<file path="src/rtl/vending_sequencer.sv">
// Vending machine transaction sequencer: product select, coin accumulation,
// dispense with change, refund on cancel/timeout, plus a free-running LED blink.
module vending_sequencer #(
    parameter int unsigned P_CHILD     = 10,
    parameter int unsigned P_MEN       = 15,
    parameter int unsigned P_WOMEN     = 20,
    parameter int unsigned STOCK_INIT  = 3,
    parameter int unsigned BLINK_HALF  = 4,
    parameter int unsigned DISP_CYCLES = 8,
    parameter int unsigned TIMEOUT     = 64
) (
    input  logic       clk,
    input  logic       rst_n,
    input  logic       start,
    input  logic       sw_child,
    input  logic       sw_men,
    input  logic       sw_women,
    input  logic       cancel,
    input  logic [1:0] coin_in,
    output logic [1:0] state,
    output logic       blink,
    output logic       en_child,
    output logic       en_men,
    output logic       en_women,
    output logic [5:0] credit,
    output logic       vend_child,
    output logic       vend_men,
    output logic       vend_women,
    output logic [5:0] change,
    output logic       change_valid,
    output logic       coin_reject
);

    localparam int unsigned CW = 6;
    localparam int unsigned SW = 4;
    localparam int unsigned TW = $clog2(TIMEOUT + 1);
    localparam int unsigned DW = $clog2(DISP_CYCLES + 1);
    localparam int unsigned BW = $clog2(BLINK_HALF + 1);

    typedef enum logic [1:0] {
        S_IDLE     = 2'b00,
        S_SELECT   = 2'b01,
        S_PAY      = 2'b10,
        S_DISPENSE = 2'b11
    } state_t;

    state_t                 state_q, state_d;
    logic [CW-1:0]          credit_q, credit_d;
    logic [CW-1:0]          change_q, change_d;
    logic                   change_valid_q, change_valid_d;
    logic                   coin_reject_q, coin_reject_d;
    logic [2:0]             vend_q, vend_d;
    logic [2:0]             prod_q, prod_d;
    logic [2:0]             sw_q;
    logic [2:0][SW-1:0]     stock_q, stock_d;
    logic [TW-1:0]          tmo_q, tmo_d;
    logic [DW-1:0]          disp_q, disp_d;
    logic [BW-1:0]          blink_cnt_q, blink_cnt_d;
    logic                   blink_q, blink_d;

    logic [2:0]             sw;
    logic [2:0]             avail;
    logic [CW-1:0]          coin_val;
    logic [CW:0]            sum_raw;
    logic [CW-1:0]          credit_sum;
    logic [CW-1:0]          price;
    logic                   sel_ok;
    logic                   activity;
    logic                   expired;

    assign sw = {sw_women, sw_men, sw_child};

    // Product availability is combinational from stock so it tracks every decrement.
    always_comb begin
        for (int i = 0; i < 3; i++) begin
            avail[i] = (stock_q[i] != '0);
        end
    end

    always_comb begin
        case (coin_in)
            2'b01:   coin_val = CW'(1);
            2'b10:   coin_val = CW'(5);
            2'b11:   coin_val = CW'(10);
            default: coin_val = '0;
        endcase
    end

    // Credit accumulation saturates at the top of the credit range.
    assign sum_raw    = {1'b0, credit_q} + {1'b0, coin_val};
    assign credit_sum = sum_raw[CW] ? '1 : sum_raw[CW-1:0];

    always_comb begin
        case (prod_q)
            3'b001:  price = CW'(P_CHILD);
            3'b010:  price = CW'(P_MEN);
            default: price = CW'(P_WOMEN);
        endcase
    end

    assign sel_ok   = $onehot(sw) && ((sw & avail) != 3'b000);
    assign activity = (coin_in != 2'b00) || (sw != sw_q);
    assign expired  = !activity && (tmo_q == TW'(TIMEOUT - 1));

    // Next-state and registered-output logic.
    always_comb begin
        state_d        = state_q;
        credit_d       = credit_q;
        change_d       = '0;
        change_valid_d = 1'b0;
        vend_d         = 3'b000;
        prod_d         = prod_q;
        stock_d        = stock_q;
        disp_d         = '0;
        coin_reject_d  = (coin_in != 2'b00) && (state_q != S_PAY);
        blink_d        = blink_q;
        blink_cnt_d    = blink_cnt_q + BW'(1);

        if (blink_cnt_q == BW'(BLINK_HALF - 1)) begin
            blink_cnt_d = '0;
            blink_d     = ~blink_q;
        end

        case (state_q)
            S_IDLE: begin
                credit_d = '0;
                if (start) begin
                    state_d = S_SELECT;
                end
            end
            S_SELECT: begin
                if (cancel || expired) begin
                    state_d = S_IDLE;
                end else if (sel_ok) begin
                    prod_d  = sw;
                    state_d = S_PAY;
                end
            end
            S_PAY: begin
                // Cancel/timeout wins over price-reached; same-cycle coin is refunded too.
                if (cancel || expired) begin
                    state_d        = S_IDLE;
                    change_valid_d = 1'b1;
                    change_d       = credit_sum;
                    credit_d       = '0;
                end else begin
                    credit_d = credit_sum;
                    if (credit_sum >= price) begin
                        state_d = S_DISPENSE;
                    end
                end
            end
            S_DISPENSE: begin
                disp_d = disp_q + DW'(1);
                if (disp_q == '0) begin
                    vend_d         = prod_q;
                    change_valid_d = 1'b1;
                    change_d       = credit_q - price;
                    credit_d       = '0;
                    for (int i = 0; i < 3; i++) begin
                        if (prod_q[i] && (stock_q[i] != '0)) begin
                            stock_d[i] = stock_q[i] - SW'(1);
                        end
                    end
                end
                if (disp_q == DW'(DISP_CYCLES - 1)) begin
                    state_d = S_IDLE;
                end
            end
            default: begin
                state_d = S_IDLE;
            end
        endcase

        if ((state_d != state_q) || activity) begin
            tmo_d = '0;
        end else if ((state_q == S_SELECT) || (state_q == S_PAY)) begin
            tmo_d = tmo_q + TW'(1);
        end else begin
            tmo_d = '0;
        end
    end

    always_ff @(posedge clk) begin
        if (!rst_n) begin
            state_q        <= S_IDLE;
            credit_q       <= '0;
            change_q       <= '0;
            change_valid_q <= 1'b0;
            coin_reject_q  <= 1'b0;
            vend_q         <= 3'b000;
            prod_q         <= 3'b000;
            sw_q           <= 3'b000;
            stock_q        <= {3{SW'(STOCK_INIT)}};
            tmo_q          <= '0;
            disp_q         <= '0;
            blink_cnt_q    <= '0;
            blink_q        <= 1'b0;
        end else begin
            state_q        <= state_d;
            credit_q       <= credit_d;
            change_q       <= change_d;
            change_valid_q <= change_valid_d;
            coin_reject_q  <= coin_reject_d;
            vend_q         <= vend_d;
            prod_q         <= prod_d;
            sw_q           <= sw;
            stock_q        <= stock_d;
            tmo_q          <= tmo_d;
            disp_q         <= disp_d;
            blink_cnt_q    <= blink_cnt_d;
            blink_q        <= blink_d;
        end
    end

    assign state        = state_q;
    assign blink        = blink_q;
    assign en_child     = avail[0];
    assign en_men       = avail[1];
    assign en_women     = avail[2];
    assign credit       = credit_q;
    assign vend_child   = vend_q[0];
    assign vend_men     = vend_q[1];
    assign vend_women   = vend_q[2];
    assign change       = change_q;
    assign change_valid = change_valid_q;
    assign coin_reject  = coin_reject_q;

endmodule

</file>
<file path="config.mk">
export PLATFORM = sky130hd
export DESIGN_NAME = vending_sequencer
export DESIGN_NICKNAME = d
export VERILOG_FILES = /design/src/rtl/vending_sequencer.sv
export SDC_FILE = /design/constraint.sdc
export NUM_CORES = 1
export LEC_CHECK = 0
export ABC_AREA = 1
export CORE_MARGIN = 3
export CORE_UTILIZATION = 50
export CTS_BUF_LIST = sky130_fd_sc_hd__clkbuf_4 sky130_fd_sc_hd__clkbuf_8
export DETAILED_ROUTE_END_ITERATION = 6
export PLACE_DENSITY = 0.75
export SYNTH_ARGS = -nofsm -noshare
export SYNTH_HDL_FRONTEND = slang
export SYNTH_SLANG_ARGS = --single-unit
</file>
<file path="constraint.sdc">
create_clock -name clk -period 2.85 [get_ports clk]
set_clock_uncertainty 0.15 [all_clocks]
set_input_delay 0.285 -clock clk [delete_from_list [all_inputs] [get_ports clk]]
set_output_delay 0.285 -clock clk [all_outputs]
set_load 0.005 [all_outputs]
</file>
==> results_dict.tcl, run 1 <==
set metrics [dict create \
    place_inst 523 \
    fin_cells 541 \
    vias_per_cell 4.99 \
    routedWlPerCell_um 12.0 \
    worstSkewPairLatency_ns 0.31 \
    grt.overflow.total 0 \
    critical_path_required_ns 2.91 \
    htreeDepth 2 \
    remaining_drc_errors 0 \
    ir_drop_mv 0.370 \
    yosys_register_bits 52 \
    hold_class "in -> reg" \
    dr.pass1.iters 4 \
    crit_slowest_cell "dfxtp_4" \
    die_area_um2 6870 \
    filler_cell_count 473 \
    die_w_um 82.9 \
    first_iter_violations 147 \
    setup_viol 9 \
    diodes 0 \
    clockBufferDepth 2 \
    die_h_um 82.9 \
    critPathLaunchType "flop" \
    vias 2697 \
    leakage_nw 1.79 \
    endpoint_kind "flop" \
    p_per_area_nw_per_um2 353 \
    period_minus_slack_ns 3.11 \
    grt_start_max_net_pins 18 \
    seq_area_um2 1040 \
    rr_startpoint "credit[1]" \
    place.gp.congestion 0.863 \
    cts_tree "done" \
    io_pins 32 \
    coreArea_um2 5610 \
    nets 509 \
    layout_commonest_cell "inv_1" \
    cts_buffers 5 \
    worstSetupStartpoint "credit[1]" \
    clkSlewWorstSetupHoldPaths_ns 0.10 \
    cts_hold_buf 0 \
    hold_ws_ns 0.276 \
    ant_nets 0 \
    crit_type "reg -> reg" \
    slew_headroom_pct 39.7 \
    cp_max_fo 7 \
    ys.warnings.count 0 \
    worstHoldStart "coin_in[0]" \
    status "finished, violations left" \
    root_buffer "clkbuf_8" \
    synth_fp_nets 436 \
    start_util_pct 52.7 \
    yosysUniqueCellTypes 34 \
    grt_pass1_vias 2518 \
    final.period_utilization_pct 109 \
    port_buffers 31 \
    tightest_slew_ns 0.898 \
    cpPeakStageDelay_ns 0.37 \
    layout_common_cells "inv_1 (66), nand2_1 (57), dfxtp_1 (51)" \
    syn_inst 395 \
    p_total_mw 1.36 \
    hpwl_mm 4.87 \
    drive_above_1_share_pct 20.9 \
    timing.fmax_ghz 0.321 \
    seq_area_frac_synth_pct 35.2 \
    area_growth_pct 30.7 \
    grt_setup_unrepaired "true" \
    cp.arrival_ns 3.17 \
    violations "negative setup slack" \
    drv_cap 0 \
    final_hold_viol_count 0 \
    gr-usage-all-layers_pct 18.9 \
    rows 27 \
    slew_violations 0 \
    cts_sinks 52 \
    utilization_pct 68.9 \
    multiInputGateArea_um2 1740 \
    antenna_found_initial 0 \
    detailedPlace.worstSlack_ns -1.00 \
    syn_area_um2 2960 \
    cpMostUsedCell "nand2_1" \
    grt_pass1_wl_mm 11.0 \
    finalWorstSetupSlack_ns -0.262 \
    wl_mm 6.49 \
    syn_avg_cell_area_um2 7.49 \
]
[critical path: cells and delay by family (launching register included)]
family / cells / cell delay (ns)
AND/OR/NAND/NOR: 22 / 1.70
flip-flops: 1 / 0.37
adder cells (fa/ha/maj): 2 / 0.35
AO/OA/AOI/OAI: 2 / 0.26
buffers and inverters: 3 / 0.17
[registers in the layout, summed over array words and instances (netlist names)]
| register | cells |
|---|---|
| blink | 1 |
| blink_cnt_q | 3 |
| change | 6 |
| change_valid | 1 |
| coin_reject | 1 |
| credit | 6 |
| disp_q | 4 |
| prod_q | 3 |
| state | 2 |
| stock_q | 12 |
| sw_q | 3 |
| tmo_q | 7 |
| vend_q | 3 |
[stage by stage]
| stage | cell area (um2) | setup TNS (ns) |
|---|---|---|
| after global placement | 3640 | -8.02 |
| after global routing | 3860 | -4.46 |
| after CTS | 3780 | -1.16 |
| final | 3860 | -1.93 |
| after detailed placement | 3640 | -8.61 |
| after floorplan | 3040 | -1.24 |
[worst paths after layout]
kind                          to  slack (ns)  cells after the start
setup / recovery        tmo_q[1]       -0.26                     29
hold / removal       coin_reject        0.28                      4
setup reg to reg        tmo_q[1]       -0.26                     29
hold reg to reg   blink_cnt_q[0]        0.28                      1
[power breakdown]
part	internal, mW	switching (mW)	leakage [nW]	total [mW]
clock network	0.175	0.247	0.0445	0.421
logic	0.0916	0.104	1.32	0.196
registers	0.738	0.00973	0.422	0.748
total	1.00	0.361	1.79	1.36
[synthesized netlist by cell type, drive strengths merged]
cell | number | area share (%)
clkbuf | 3 | 0.38
a211oi | 2 | 0.51
and2 | 1 | 0.21
xnor2 | 6 | 1.8
nand3 | 26 | 5.2
a21o | 1 | 0.25
nor3b | 1 | 0.25
xor2 | 4 | 1.2
nor2 | 53 | 7.4
o22ai | 3 | 0.63
o21ai | 19 | 3.2
a21oi | 21 | 3.7
inv | 74 | 9.4
fa | 2 | 1.4
or2 | 2 | 0.42
clkinv | 1 | 0.13
and3 | 1 | 0.21
nand2 | 68 | 9.6
nor3 | 13 | 3.4
dfxtp | 52 | 35
a22oi | 7 | 1.8
o21bai | 1 | 0.25
ha | 30 | 13
nand3b | 3 | 0.76
o21a | 1 | 0.25
[routing by layer]
metal | track usage [%] | wire length, um | vias up
li1 | - | - | 1398
met1 | 24.7 | 2900 | 1220
met2 | 31.7 | 3200 | 69
met3 | 3.47 | 319 | 10
met4 | 5.65 | 78 | 0
met5 | 0 | 0 | -
[logic make-up after synthesis]
family / Yosys count / synth area share [%]
and+or+nand+nor: 168 / 27.3
buffers and inverters: 78 / 9.90
AOI/OAI and AO/OA: 55 / 10.6
DFF: 52 / 35.2
adders and majority gates: 32 / 14.0
xor gates and xnor gates: 10 / 2.96
[area by class of cell]
| cell class | instances | area share, % |
|---|---|---|
| multi-input combinational | 265 | 45.1 |
| sequential | 52 | 27.0 |
| timing repair buffer | 69 | 15.4 |
| inverter | 75 | 7.77 |
| tap | 72 | 2.33 |
| clock buffer | 5 | 1.78 |
| clock inverter | 3 | 0.550 |
[what timing repair did]
item,CTS,global route
gates cloned,0,0
buffers inserted,7,3
resized for setup,11,14
endpoints found under the setup margin,9,10
pin swaps,20,7
Note: power is estimated with default switching activity, not from simulation.
==> inputs of run 2 (changes only) <==
--- a/config.mk
+++ b/config.mk
@@ -6,7 +6,6 @@
 export NUM_CORES = 1
 export LEC_CHECK = 0
 export ABC_AREA = 1
-export CORE_MARGIN = 3
 export CORE_UTILIZATION = 50
 export CTS_BUF_LIST = sky130_fd_sc_hd__clkbuf_4 sky130_fd_sc_hd__clkbuf_8
 export DETAILED_ROUTE_END_ITERATION = 6
==> run 2 against run 1 <==
  * The flow still finishes with violations (negative setup slack)
  * Critical path type unchanged
  * Clock-buffer cell count increased by 1
  * Power grew 2.8%
  * Non-clock buffer count grew 9
  * Die area decreased by 9.4%
  * Design area increased by 2.6%
==> results_dict.tcl, run 2 (synthesis results as in run 1) <==
set metrics [dict create \
    drv_cap 0 \
    grt_start_max_net_pins 26 \
    io_pins 32 \
    port_buffers 31 \
    hpwl_mm 4.78 \
    slew_violations 0 \
    ir_drop_mv 0.326 \
    antenna_found_initial 0 \
    place_inst 523 \
    cp.arrival_ns 3.31 \
    coreArea_um2 5610 \
    detailedPlace.worstSlack_ns -1.07 \
    clkSlewWorstSetupHoldPaths_ns 0.09 \
    cts_hold_buf 0 \
    start_util_pct 52.7 \
    dr.pass1.iters 5 \
    remaining_drc_errors 0 \
    period_minus_slack_ns 3.26 \
    area_growth_pct 34.0 \
    die_area_um2 6230 \
    layout_common_cells "inv_1 (66), nand2_1 (54), dfxtp_1 (51)" \
    finalWorstSetupSlack_ns -0.408 \
    cts_tree "done" \
    p_total_mw 1.40 \
    routedWlPerCell_um 12.7 \
    worstSkewPairLatency_ns 0.31 \
    place.gp.congestion 0.917 \
    grt_setup_unrepaired "true" \
    grt_pass1_vias 2590 \
    ant_nets 0 \
    crit_slowest_cell "dfxtp_4" \
    rows 27 \
    violations "negative setup slack" \
    vias_per_cell 5.07 \
    leakage_nw 1.85 \
    slew_headroom_pct 35.2 \
    hold_ws_ns 0.273 \
    timing.fmax_ghz 0.307 \
    final_hold_viol_count 0 \
    final.period_utilization_pct 114 \
    first_iter_violations 155 \
    critPathLaunchType "flop" \
    root_buffer "clkbuf_8" \
    gr-usage-all-layers_pct 22.8 \
    grt.overflow.total 0 \
    die_w_um 78.9 \
    top_register "stock_q" \
    cts_sinks 52 \
    grt_pass1_wl_mm 11.1 \
    tightest_slew_ns 0.965 \
    diodes 0 \
    status "finished, violations left" \
    nets 518 \
    vias 2787 \
    hold_class "reg -> reg" \
    p_per_area_nw_per_um2 354 \
    cp_max_fo 7 \
    filler_cell_count 452 \
    cts_buffers 5 \
    cpMostUsedCell "nand2_1" \
    drive_above_1_share_pct 23.0 \
    crit_type "reg -> reg" \
    cpPeakStageDelay_ns 0.37 \
    setup_viol 10 \
    wl_mm 6.96 \
    clockBufferDepth 2 \
    largest_reg_flops 12 \
    die_h_um 78.9 \
    tns_ns -3.38 \
    critical_path_required_ns 2.90 \
    fin_cells 550 \
    top_regs "stock_q x12, tmo_q x7" \
    endpoint_kind "flop" \
    layout_commonest_cell "inv_1" \
    htreeDepth 2 \
]
==> run 2: changes by cell type in the layout (fill, tap and decap cells not counted), sizes merged <==
cell      delta
buf          +9
clkbuf       +1
clkinvlp     -1
==> run 2: critical path: cells and delay by family, from the launching register on <==
kind / cells / cell delay (ns)
and+or+nand+nor: 22 / 1.81
buffers and inverters: 3 / 0.16
adders and majority gates: 2 / 0.36
AOI/OAI and AO/OA: 2 / 0.28
DFF: 1 / 0.37
==> run 2: metal layers <==
| metal | vias to the layer above | wire (um) | GRT usage [%] |
|---|---|---|---|
| li1 | 1417 | - | - |
| met1 | 1290 | 3190 | 27.6 |
| met2 | 68 | 3340 | 38.5 |
| met3 | 12 | 291 | 5.40 |
| met4 | 0 | 140 | 9.82 |
| met5 | - | 0 | 0 |
==> run 2: stage by stage <==
step,area [um2],utilization (%)
global route,3960,70.7
detailed placement,3640,64.8
CTS,3880,69.1
floorplan,3040,-
finish,3960,70.7
global placement,3640,64.8
==> run 2: cell type report <==
| cell class | count | area [um2] | share of cell area [%] |
|---|---|---|---|
| repair buffers | 78 | 667 | 16.8 |
| multi-input cells | 265 | 1760 | 44.4 |
| inverters | 75 | 305 | 7.70 |
| clock inverters | 2 | 13.8 | 0.347 |
| clock buffers | 6 | 82.6 | 2.08 |
| flip-flops and latches | 52 | 1040 | 26.4 |
| well taps | 72 | 90.1 | 2.27 |
==> run 2: what timing repair did <==
action                     in CTS  in global routing
buffers inserted               16                  3
pin swaps                      19                 18
resized for setup              15                 19
setup endpoints to repair       9                 11
==> run 2: worst paths after layout <==
path | slack (ns) | end | cells after the start | start
setup / recovery | -0.41 | tmo_q[1] | 29 | credit[1]
hold / removal | 0.27 | blink_cnt_q[0] | 1 | blink_cnt_q[0]
setup reg to reg | -0.41 | tmo_q[1] | 29 | credit[1]
hold reg to reg | 0.27 | blink_cnt_q[0] | 1 | blink_cnt_q[0]
==> run 2: where the power goes <==
part	total (mW)	switching [mW]	leakage (nW)	internal [mW]
Clock	0.441	0.242	0.0516	0.199
Sequential	0.747	0.00919	0.422	0.738
Combinational	0.216	0.114	1.37	0.102
==> inputs of run 3 (changes only) <==
--- a/config.mk
+++ b/config.mk
@@ -10,6 +10,7 @@
 export CTS_BUF_LIST = sky130_fd_sc_hd__clkbuf_4 sky130_fd_sc_hd__clkbuf_8
 export DETAILED_ROUTE_END_ITERATION = 6
 export PLACE_DENSITY = 0.75
+export SLEW_MARGIN = 20
 export SYNTH_ARGS = -nofsm -noshare
 export SYNTH_HDL_FRONTEND = slang
 export SYNTH_SLANG_ARGS = --single-unit
==> results of run 3 <==
Final layout, timing and power as in run 2 (identical DEF).
